## config.mk

```make
export PLATFORM = sky130hd
export DESIGN_NAME = sm_controller
export DESIGN_NICKNAME = d
export VERILOG_FILES = /design/src/rtl/sm_pkg.sv /design/src/rtl/sm_controller.sv
export SDC_FILE = /design/constraint.sdc
export NUM_CORES = 1
export LEC_CHECK = 0
export ABC_AREA = 1
export CAP_MARGIN = 20
export CORE_AREA = 2 2 39 41
export CTS_BUF_LIST = sky130_fd_sc_hd__clkbuf_16
export DETAILED_ROUTE_END_ITERATION = 7
export DIE_AREA = 0 0 41 43
export HOLD_SLACK_MARGIN = 0.02
export PLACE_DENSITY = 0.62
export SKIP_LAST_GASP = 1
export SYNTH_ARGS = -nofsm -noshare
export SYNTH_HDL_FRONTEND = slang
export SYNTH_SLANG_ARGS = --single-unit
```

## constraint.sdc

```tcl
create_clock -name clk -period 1.6 [get_ports clk]
set_input_delay 0.16 -clock clk [delete_from_list [all_inputs] [get_ports clk]]
set_output_delay 0.16 -clock clk [all_outputs]
set_load 0.01 [all_outputs]
```

## src/rtl/sm_pkg.sv

```systemverilog
// Shared types and constants for the signed_multiplier sequencer, its datapath and benches.
package sm_pkg;

    typedef enum logic [1:0] {
        IDLE = 2'd0,
        LOAD = 2'd1,
        ITER = 2'd2,
        DONE = 2'd3
    } state_t;

    localparam int DEFAULT_WIDTH = 8;

endpackage : sm_pkg

```

## src/rtl/sm_controller.sv

```systemverilog
// Control FSM sequencing a shift-and-add signed_multiplier datapath (IDLE/LOAD/ITER/DONE).
// Optional early termination on a zero multiplicand: define SM_CTRL_EARLY_TERM_EN.
module sm_controller
    import sm_pkg::*;
#(
    parameter int WIDTH = DEFAULT_WIDTH
) (
    input  logic clk,
    input  logic rst_n,
    input  logic start,
    input  logic zflag,
    input  logic lsb_multiplicand,
    output logic load,
    output logic shift_en,
    output logic reg_en,
    output logic psel,
    output logic busy,
    output logic done
);

    localparam int CNT_W = $clog2(WIDTH);
    localparam logic [CNT_W-1:0] CNT_INIT = CNT_W'(WIDTH - 1);
    localparam logic [CNT_W-1:0] CNT_LAST = CNT_W'(1);

`ifdef SM_CTRL_EARLY_TERM_EN
    localparam bit EARLY_TERM = 1'b1;
`else
    localparam bit EARLY_TERM = 1'b0;
`endif

    state_t           r_state;
    state_t           w_next_state;
    logic [CNT_W-1:0] r_cnt;
    logic [CNT_W-1:0] w_next_cnt;
    logic             w_zterm;

    // zflag only matters when early termination is compiled in.
    assign w_zterm = EARLY_TERM & zflag;

    always_ff @(posedge clk or negedge rst_n) begin
        if (!rst_n) begin
            r_state <= IDLE;
            r_cnt   <= '0;
        end else begin
            r_state <= w_next_state;
            r_cnt   <= w_next_cnt;
        end
    end

    always_comb begin
        w_next_state = r_state;
        w_next_cnt   = r_cnt;
        load         = 1'b0;
        shift_en     = 1'b0;
        reg_en       = 1'b0;
        psel         = 1'b0;
        busy         = 1'b0;
        done         = 1'b0;

        unique case (r_state)
            IDLE: begin
                if (start) begin
                    w_next_state = LOAD;
                end
            end

            LOAD: begin
                busy         = 1'b1;
                load         = 1'b1;
                reg_en       = 1'b1;
                w_next_cnt   = CNT_INIT;
                w_next_state = ITER;
            end

            ITER: begin
                busy = 1'b1;
                psel = 1'b1;
                if (w_zterm) begin
                    w_next_state = DONE;
                end else begin
                    shift_en = 1'b1;
                    reg_en   = lsb_multiplicand;
                    // Hold at 1 on the last iteration instead of wrapping.
                    if (r_cnt <= CNT_LAST) begin
                        w_next_state = DONE;
                    end else begin
                        w_next_cnt = r_cnt - CNT_LAST;
                    end
                end
            end

            DONE: begin
                busy         = 1'b1;
                done         = 1'b1;
                w_next_state = IDLE;
            end

            default: begin
                w_next_state = IDLE;
            end
        endcase
    end

endmodule : sm_controller

```

==> flow_summary.toml <==
[run_status]
status = "complete, no violations"

[global_routing]
grt_pass1_wl_um = 1290
track_usage_pct = 10.9
antenna_found_initial = 0
grt_overflow = 0
grt_max_degree = 8
grt_pass1_vias = 329

[routing]
via_per_inst = 4.11
drt-initial-drc-count = 3
drc = 0
wl_per_cell_um = 8.70
final_antenna_net_count = 0
wl_um = 722
dr.pass1.iters = 2
via_count = 341

[floorplanning]
num_rows = 14
initial_core_util_pct = 28.8
die_x_um = 41
dieArea_um2 = 1760
ioPinCount = 11
core_area_um2 = 1380
die_h_um = 43

[timing]
grt_setup_unrepaired = "true"
fin_crit_ps = 1570
setup_viol_count_final = 0
fin_crit_sh_pct = 98.2
fmax_mhz = 636
maxSlewViolCount = 0
slew_headroom_pct = 85.9
hold_viol_final = 0
fin_skew_ps = 0.609
finalWorstSetupSlack_ps = 28.1
worstMarginPinSlew_ps = 211

[synth]
synthesis.nets = 63
synth_seq_cells = 5
synth.top_cell.area_share_pct = 31.4
syn_area_um2 = 398
synth_area_leaders = "dfrtp_1 31%, ha_1 22%, nand2_1 12%"
yosysUniqueCellTypes = 14
syn_area_per_cell_um2 = 7.80
yosysWarnings = 0
seq_area_frac_synth_pct = 31.4
synthCells = 51
yosysTopAreaCell = "dfrtp_1"

[clock_tree]
htree_levels = 1
clock_tree.buffer_depth = 2
cts_made_buffers = 3
cts_tree = "built"
clkLatencyLatePin_ps = 220
root_buffer = "clkbuf_16"
path_clk_slew_ps = 30
cts.sinks = 5

[power]
p_sw_share_pct = 38.6
pwr-share-seq_pct = 17.2
internal_power_mw = 0.879
vdd_drop_max_uv = 1190
power_density_nw_per_um2 = 2340
power_switching_mw = 0.553
clkPwrFrac_pct = 27.7
pwr-share-comb_pct = 55.1
p_leak_nw = 0.365

[setup_path]
critPathLaunchType = "flip-flop"
reg2regPathDepth = 6
path_class = "reg2out"
worstPathRequired_ps = 1440
arrival_ps = 1410
crit_fanout = 3
critPathCaptureType = "output pin"

[placed_design]
io_buffers = 9
place.gp.congestion = 0.787
post-dp-hpwl_um = 548
place_area_um2 = 515
post-place-ws_ps = 6.64

[run]
maxCapViolations = 0

[finish]
fin_nets = 80
antennaDiodeCount = 0
fin_area_um2 = 613
syn2layout_area_growth_pct = 54.1
drive_gt1_share_pct = 19.4
fill_cells = 133

[hold_path]
worstHoldPathType = "in2async"
==> per-layer routing <==
metal / global-route usage, % / vias to the layer above / wire length (um)
met4: 8.00 / 0 / 0
met5: 0 / - / 0
met1: 16.2 / 149 / 376
li1: - / 186 / -
met2: 13.8 / 6 / 316
met3: 1.57 / 0 / 29
==> power groups by stage <==
stage                     sequential (mW)  clock, mW  combinational (mW)
final                               0.246      0.397               0.789
after CTS                           0.245      0.406               0.802
after detailed placement            0.250          0               0.797
after floorplan                     0.247          0               0.522
after global routing                0.256      0.410               0.926
after global placement              0.250          0               0.788
==> cell usage after synthesis <==
library cell and count:
a21oi_1 2, buf_4 1, dfrtp_1 5, ha_1 7
inv_1 9, inv_2 1, nand2_1 13, nand2_2 3
nand3_1 4, nand3_4 1, nand4_1 1, nor2_1 2
o21ai_1 1, or2_1 1
==> metrics by stage <==
stage	util, %	hold slack [ps]	TNS, ps	std cells	power, mW
after floorplan	-	-136	0	51	0.769
after detailed placement	37.3	388	0	77	1.05
final	44.3	151	0	83	1.43
after global placement	37.3	387	0	77	1.04
after global routing	44.3	177	-28.7	83	1.59
after CTS	43.7	155	0	83	1.45
==> cell usage in the layout (no fill, tap or decap), drive strengths merged <==
master and count:
nand2 16, inv 11, ha 7, dfrtp 5, nand3 5, dlygate4sd2 4
buf 4, clkbuf 3, clkdlybuf4s50 3, nor2 2, dlymetal6s2s 2, a21oi 2
or2 1, nand4 1, o21ai 1
==> worst paths after layout <==
| kind | from | end | slack [ps] |
|---|---|---|---|
| worst max-delay path | r_state[0] | reg_en | 30 |
| worst min-delay path | rst_n | r_cnt[0] | 150 |
| worst max register to register | r_state[1] | r_state[0] | 250 |
| worst min register to register | r_cnt[0] | r_cnt[0] | 520 |
| max in group asynchronous | rst_n | r_state[1] | 1270 |
| min in group clk | r_cnt[0] | r_cnt[0] | 520 |
==> area by class of cell <==
type | instances | area, um^2 | area share, %
flip-flops and latches | 5 | 125 | 20.4
multi-input cells | 35 | 231 | 37.8
repair buffers | 13 | 120 | 19.6
inverters | 10 | 37.5 | 6.12
clock buffers | 3 | 75.1 | 12.2
well taps | 16 | 20.0 | 3.27
clock inverters | 1 | 3.75 | 0.612
==> worst max-delay path: stages, from the launching register on <==
cell and delay [ps]:
dfrtp_1 380, buf_4 140, ha_1 230, a21oi_2 110, nor2_1 40, dlygate4sd2_1 270
==> state kept, by name (all words and copies together) (netlist names) <==
| name | cells |
|---|---|
| r_state | 2 |
| r_cnt | 3 |
==> what timing repair did <==
action | in CTS | in global routing
hold buffers | 0 | 0
resized for setup | 4 | 3
setup buffers | 2 | 0
endpoints found under the setup margin | 5 | 3
==> logic make-up (layout without fill, tap and decap cells) <==
family,Yosys count,in the layout,synth area share [%]
buf+inv,11,27,11.3
compound gates,3,3,3.77
flops,5,5,31.4
fa+ha+maj,7,7,22.0
simple gates,25,25,31.5
No activity file was read; power rests on OpenSTA's default activity.
